===== config.mk =====
export PLATFORM = sky130hd
export DESIGN_NAME = rr_index_arbiter_flat
export DESIGN_NICKNAME = d
export VERILOG_FILES = /design/src/rtl/rr_index_arbiter_pkg.sv /design/src/rtl/rr_index_arbiter_if.sv /design/src/rtl/rr_index_arbiter_rr_pick.sv /design/src/rtl/rr_index_arbiter.sv /design/src/flat_wrapper.sv
export SDC_FILE = /design/constraint.sdc
export NUM_CORES = 1
export LEC_CHECK = 0
export ABC_AREA = 1
export CORE_MARGIN = 2
export CORE_UTILIZATION = 50
export CTS_CLUSTER_SIZE = 10
export DETAILED_ROUTE_END_ITERATION = 8
export PLACE_DENSITY = 0.77
export SYNTH_ARGS = -nofsm -noshare
export SYNTH_HDL_FRONTEND = slang
export SYNTH_SLANG_ARGS = --single-unit

===== constraint.sdc =====
create_clock -name clk -period 2.65 [get_ports clk]
set_input_delay 0.53 -clock clk [delete_from_list [all_inputs] [get_ports clk]]
set_output_delay 0.53 -clock clk [all_outputs]
set_load 0.05 [all_outputs]

===== src/rtl/rr_index_arbiter_pkg.sv =====
// rtl/rr_index_arbiter_pkg.sv - shared parameters and state type for the round-robin index arbiter
package arb_pkg;

  localparam int N_REQ = 8;
  localparam int IDX_W = 3;

  typedef enum logic [1:0] {
    IDLE  = 2'd0,
    OFFER = 2'd1,
    OWNED = 2'd2
  } arb_state_t;

endpackage


===== src/rtl/rr_index_arbiter_if.sv =====
// rtl/rr_index_arbiter_if.sv - request/offer/ownership bundle between arbiter and consumer
interface rr_index_arbiter_if;
  import arb_pkg::*;

  logic [N_REQ-1:0] req;
  logic             gnt_valid;
  logic [IDX_W-1:0] gnt_idx;
  logic             gnt_ready;
  logic             busy;
  logic             done;

  // Arbiter side: samples requests and the consumer handshake, drives the grant.
  modport master (
    input  req,
    input  gnt_ready,
    input  done,
    output gnt_valid,
    output gnt_idx,
    output busy
  );

  // Consumer side: raises requests, accepts offers, ends ownership.
  modport slave (
    output req,
    output gnt_ready,
    output done,
    input  gnt_valid,
    input  gnt_idx,
    input  busy
  );

endinterface


===== src/rtl/rr_index_arbiter_rr_pick.sv =====
// rtl/rr_index_arbiter_rr_pick.sv - combinational round-robin pick starting at ptr
module rr_pick
  import arb_pkg::*;
(
  input  logic [N_REQ-1:0] req,
  input  logic [IDX_W-1:0] ptr,
  output logic             any,
  output logic [IDX_W-1:0] idx
);

  logic [2*N_REQ-1:0] dbl;
  logic [N_REQ-1:0]   rot;
  logic [IDX_W-1:0]   enc;

  // Rotate so ptr lands at bit 0, find the lowest set bit, then undo the rotation.
  always_comb begin
    dbl = {req, req} >> ptr;
    rot = dbl[N_REQ-1:0];
    enc = '0;
    for (int i = N_REQ - 1; i >= 0; i--) begin
      if (rot[i]) begin
        enc = i[IDX_W-1:0];
      end
    end
    any = |req;
    idx = enc + ptr;
  end

endmodule


===== src/rtl/rr_index_arbiter.sv =====
// rtl/rr_index_arbiter.sv - round-robin arbiter producing a registered grant index with offer/own phases
module rr_index_arbiter
  import arb_pkg::*;
(
  input  logic                 clk,
  input  logic                 rst,
  rr_index_arbiter_if.master   bus
);

  arb_state_t       state_q, state_d;
  logic [IDX_W-1:0] ptr_q, ptr_d;
  logic [IDX_W-1:0] gnt_idx_q, gnt_idx_d;
  logic             gnt_valid_q, gnt_valid_d;
  logic             busy_q, busy_d;

  logic             pick_any;
  logic [IDX_W-1:0] pick_idx;

  rr_pick u_pick (
    .req (bus.req),
    .ptr (ptr_q),
    .any (pick_any),
    .idx (pick_idx)
  );

  // Next-state logic; outputs are computed here and registered so nothing
  // combinational reaches the ports.
  always_comb begin
    state_d     = state_q;
    ptr_d       = ptr_q;
    gnt_idx_d   = gnt_idx_q;
    gnt_valid_d = gnt_valid_q;
    busy_d      = busy_q;
    case (state_q)
      IDLE: begin
        if (pick_any) begin
          gnt_idx_d   = pick_idx;
          gnt_valid_d = 1'b1;
          state_d     = OFFER;
        end
      end
      OFFER: begin
        // Offer is never withdrawn; only the handshake moves it on.
        if (gnt_valid_q && bus.gnt_ready) begin
          gnt_valid_d = 1'b0;
          busy_d      = 1'b1;
          state_d     = OWNED;
        end
      end
      OWNED: begin
        // Pointer advances past the owner so it gets lowest priority next round.
        if (bus.done) begin
          busy_d  = 1'b0;
          ptr_d   = gnt_idx_q + 3'd1;
          state_d = IDLE;
        end
      end
      default: begin
        gnt_valid_d = 1'b0;
        busy_d      = 1'b0;
        state_d     = IDLE;
      end
    endcase
  end

  // State and output registers; reset wins over every input.
  always_ff @(posedge clk) begin
    if (rst) begin
      state_q     <= IDLE;
      ptr_q       <= '0;
      gnt_idx_q   <= '0;
      gnt_valid_q <= 1'b0;
      busy_q      <= 1'b0;
    end else begin
      state_q     <= state_d;
      ptr_q       <= ptr_d;
      gnt_idx_q   <= gnt_idx_d;
      gnt_valid_q <= gnt_valid_d;
      busy_q      <= busy_d;
    end
  end

  assign bus.gnt_valid = gnt_valid_q;
  assign bus.gnt_idx   = gnt_idx_q;
  assign bus.busy      = busy_q;

endmodule


===== src/flat_wrapper.sv =====
// flat-port wrapper written by rule: the top's interface ports become plain ports
module rr_index_arbiter_flat import arb_pkg::*;
  (clk, rst, bus_req, bus_gnt_ready, bus_done, bus_gnt_valid, bus_gnt_idx, bus_busy);
  rr_index_arbiter_if bus_i ();
  input  logic clk;
  input  logic rst;
  input wire logic [$bits(bus_i.req)-1:0] bus_req;
  input wire logic [$bits(bus_i.gnt_ready)-1:0] bus_gnt_ready;
  input wire logic [$bits(bus_i.done)-1:0] bus_done;
  output wire logic [$bits(bus_i.gnt_valid)-1:0] bus_gnt_valid;
  output wire logic [$bits(bus_i.gnt_idx)-1:0] bus_gnt_idx;
  output wire logic [$bits(bus_i.busy)-1:0] bus_busy;
  assign bus_i.req = bus_req;
  assign bus_i.gnt_ready = bus_gnt_ready;
  assign bus_i.done = bus_done;
  assign bus_gnt_valid = bus_i.gnt_valid;
  assign bus_gnt_idx = bus_i.gnt_idx;
  assign bus_busy = bus_i.busy;
  rr_index_arbiter u_core (.clk(clk), .rst(rst), .bus(bus_i));
endmodule

After elaboration in Yosys (flattened, before gate mapping) --
Cells that the tools add are included.
Operators by class: div/mod/pow operators 0, mux-type cells 18, equal/unequal tests 5, shift-type cells 1, order comparisons 0, $add $sub $neg 2, bitwise logic cells 2, multiply operators 0, reductions and logical operators 8
Operators with widths (number):
- $mux W3 | 8
- $shr A16 B3 Y8 | 1
- $reduce_and A3 Y1 | 3
- $reduce_or A8 Y1 | 1
- $mux W2 | 3
- $pmux W1 S3 | 2
- $pmux W2 S3 | 1
- $mux W1 | 4
- $ne A2 B1 Y1 const B | 2
- $reduce_and A2 Y1 | 2
- $add A3 B1 Y3 const B | 1
- $add A3 B3 Y3 | 1
- $eq A2 B1 Y1 const B | 1
- $eq A2 B2 Y1 const B | 1
- $logic_not A2 Y1 | 1
- $ne A2 B2 Y1 const B | 1
- $not A1 Y1 | 2
- $logic_and A1 B1 Y1 | 1
Storage, ports and cells: output and inout bits 5, input bits 12, memories kept 0, word-level logic and storage cells 41, bits in writable memories 0, latch bits 0, memory bits (read-only) 0, flip-flop bits (word level) 10

Depth between registers and ports, before layout --
depth after elaboration 10, mapped depth 22, gate-level depth less buffers 21

Cells and area by module --
Synthesis repeated with hierarchy kept, for this count alone.
Second synthesis, totals: cell total of the unflattened synthesis 158, area, all modules 972.2 um2
Modules (own cells, without submodules):
- rr_pick | cells each 98, area each 531.8 um2, instances 1, sequential area each 0.0 um2
- rr_index_arbiter | cells each 60, area each 440.4 um2, instances 1, sequential area each 200.2 um2

Worst setup path after synthesis --
No wires, ideal clock.
path type input -> register, from input port bus_req[3], to register u_core.gnt_idx_q[2], in the netlist u_core.bus.gnt_idx[2], arrival 2.183 ns, stages on the path 20, required time 2.541 ns, path slack 0.358 ns, setup time 0.109 ns, buffers on the path 0, path through nand2_1 -> nand3_2 -> nand2_2 -> nand2_1 -> nand2_1 -> nand2_1 -> nand2_1 -> nand2_1 -> nand2_1 -> nand2_1 -> a21boi_1 -> ha_1 -> inv_1 -> fa_1 -> xnor2_1 -> inv_1 -> nand3_1 -> nand3_1 -> nand2_1 -> inv_1
Between the ends: longest elaborated chain between the ends 10, elaborated cells between the ends (all ways) 12, classes of those cells add/sub (1); shift (1); mux (8); reduce/logical (2)
Ends and longest elaborated chain:
- start: declaration | line flat_wrapper.sv:7 | input wire logic [$bits(bus_i.req)-1:0] bus_req;
- $shr A16 B3 Y8 | line rr_index_arbiter_rr_pick.sv:17 | dbl = {req, req} >> ptr;
- $mux W3 (8 in a row) | line rr_index_arbiter_rr_pick.sv:21 | if (rot[i]) begin
- $add A3 B3 Y3 | line rr_index_arbiter_rr_pick.sv:26 | idx = enc + ptr;
- end signal: assignment | line rr_index_arbiter.sv:77 | gnt_idx_q <= gnt_idx_d;
- end: declaration | line rr_index_arbiter.sv:12 | logic [IDX_W-1:0] gnt_idx_q, gnt_idx_d;
Several ways; a longest one is shown, not always the timed one. A chain may end at the register's enable or synchronous reset.

Worst setup path after layout --
from input port bus_req[7], to register u_core.gnt_idx_q[2], in the netlist u_core.bus.gnt_idx[2]
The elaborated chain is that of the path after synthesis.

==> metrics.cfg <==
[status]
outcome = completed

[critical_path]
cp-start-kind = primary input
crit_required_ns = 2.82
cp_max_fo = 3
reg2reg_from = u_core.ptr_q[0]
critPathLaunch = bus_req[7]
worstPathArrival_ns = 2.57
end_kind = register
critical_path_class = in2reg

[timing]
finalSetupViolations = 0
fmax_mhz = 416.7
setup_tns_ns = 0
rsz0062_at_grt = false
worstMarginPinSlew_ns = 0.4968
period_share_pct = 90.56
hold_viol = 0
min_period_ns = 2.400
slew_headroom_pct = 66.77
drv_slew = 0
final.setup_skew_ns = 0.001516

[routing]
totalWireLength_mm = 2.218
dr.pass1.iters = 4
drc = 0
via_per_inst = 5.020
wl_per_cell_microns = 10.82
drtIter0Drc = 16
ant_nets = 0
vias = 1029

[cts]
cts_max_path_buffers = 2
htreeDepth = 1
cts_hold_buf = 0
clkTransAtPathRegs_ns = 0.07
cts_sinks = 10
root_buffer = clkbuf_4
cts_buffers = 3
insertion_delay_ns = 0.26
cts_tree = done

[yosys]
synthDistinctLibCells = 25
seq_area_frac_synth_pct = 20.75
synth_area_leaders = dfxtp_1 (21%), nand2_1 (17%), nand3_1 (9.9%)
synth-warning-count = 0
netlist.area_leader.share_pct = 20.75
yosysTopAreaCell = dfxtp_1
ys_ff_latch = 10
syn-num-nets = 165
syn-cell-area_sq_um = 964.7
avgSynthCellArea_sq_um = 6.431
synthCells = 150

[placed_design]
place_area_sq_um = 1216
place.gp.congestion = 0.8520
dp_hpwl_mm = 1.773
numPortBuffers = 16

[power_and_ir_drop]
peakVddDrop_v = 0.0003544
p_leak_nw = 0.6092
power_density_nw_per_um2 = 369.1
power_w = 0.0004840

[layout]
num_antenna_cells = 0
fillers = 151
fin_area_sq_um = 1311
register_area_sq_um = 205.2
syn_to_final_growth_pct = 35.93
utilization_pct = 74.33
nets = 196
drive_above_1_share_pct = 32.22
multiInputGateArea_sq_um = 716.9

[floorplanning]
io_pins = 17
start_util_pct = 54.68
dieArea_sq_um = 2297
core_area_sq_um = 1764
fp.dieH_microns = 47.93
core.rowCount = 15
die_w_microns = 47.93

[worst_hold_path]
min-delay-start = u_core.bus.busy
min_path_type = reg2reg

[grt]
antenna_found_initial = 0
grt_max_degree = 11
grt_overflow = 0
grt_pass1_wl_mm = 3.615
grt_use_total_pct = 22.36
grt_pass1_vias = 924

[job]
maxCapViolations = 0

-- state kept, by name, summed over array words and instances (netlist names) --
register,count
u_core.bus.gnt_valid,1
u_core.bus.gnt_idx,3
u_core.state_q,2
u_core.ptr_q,3
u_core.bus.busy,1
-- power breakdown --
group,leakage (nW),internal (W),switching (W)
registers,0.0834,0.000160,0.00000931
clock network,0.0210,0.0000834,0.0000543
logic,0.505,0.0000758,0.000101
total,0.609,0.000319,0.000165
-- layout by cell type, fill, tap and decap left out, types with 2 or more instances in the layout --
cell             count
a21oi_1              9
buf_4               12
clkbuf_4             3
clkdlybuf4s15_1      3
clkdlybuf4s50_1      8
dfxtp_1              8
dlygate4sd2_1        5
inv_1               12
nand2_1             38
nand2_2             17
nand2_4              2
nand3_1             17
nand3_2             10
nor2_1               8
nor2_2               2
nor3_1               3
o21ai_0              6
-- synthesized netlist by cell type, drive strengths merged --
master and instances:
a21oi 9, o31ai 1, nor3 3, dfxtp 10, nand3 28, nor2 10, xnor2 1, fa 1
inv 14, nand2 57, o21ai 7, clkinv 1, a21boi 1, ha 2, xor2 1, o21bai 1
buf 3
-- metal layers --
layer / part of all wire (%) / up-vias / wire length [microns] / track usage [%]
li1: - / 547 / - / -
met1: 46 / 457 / 1024 / 26.98
met2: 51 / 20 / 1132 / 41.60
met3: 1.8 / 5 / 41 / 1.509
met4: 0.86 / 0 / 19 / 7.027
met5: 0 / - / 0 / 0
-- critical path, stage by stage --
cell	delay, ns
dlygate4sd2_1	0.28
nand2_2	0.12
nand3_4	0.09
nand2_2	0.08
nand2_1	0.04
nand2_1	0.06
nand2_1	0.04
nand2_1	0.05
nand2_1	0.04
nand2_1	0.05
nand2_1	0.06
a21boi_2	0.12
ha_2	0.17
inv_1	0.05
fa_2	0.35
xnor2_2	0.15
inv_1	0.06
nand3_1	0.07
nand3_1	0.07
nand2_1	0.06
inv_1	0.04
-- kinds of logic after synthesis --
family | synth area share [%]
and+or+nand+nor | 51.75
DFF | 20.75
adders and majority gates | 4.669
xor gates and xnor gates | 1.816
AOI/OAI and AO/OA | 11.03
buffers and inverters | 9.987
-- area by class of cell --
type | instances | share of cell area [%]
Inverter | 15 | 5.057
Timing Repair Buffer | 29 | 19.47
Clock buffer | 4 | 2.767
Sequential cell | 10 | 15.65
Tap cell | 25 | 2.385
Multi-Input combinational cell | 122 | 54.68
-- worst paths after layout --
check                           slack (ns)  depth (start not counted)                     to
worst max-delay path                  0.25                         21  u_core.bus.gnt_idx[2]
worst min register to register        0.47                          2        u_core.bus.busy
worst min-delay path                  0.47                          2        u_core.bus.busy
worst max register to register        0.28                         21  u_core.bus.gnt_idx[2]
-- timing repair --
item,CTS,global route
gates resized for setup,22,6
cloned,0,0
setup buffers,1,0
endpoints found under the setup margin,1,1
pin swaps,6,3
-- through the flow --
stage               hold WS [ns]  setup WS, ns  cells
floorplan                 0.5150        0.3580    150
global placement          0.4562       -0.3415    200
detailed placement        0.4657       -0.4340    200
CTS                       0.4738      0.006434    205
global route              0.5143      0.008087    205
finish                    0.4678        0.2501    205
Power figures use the tool's default switching activity.
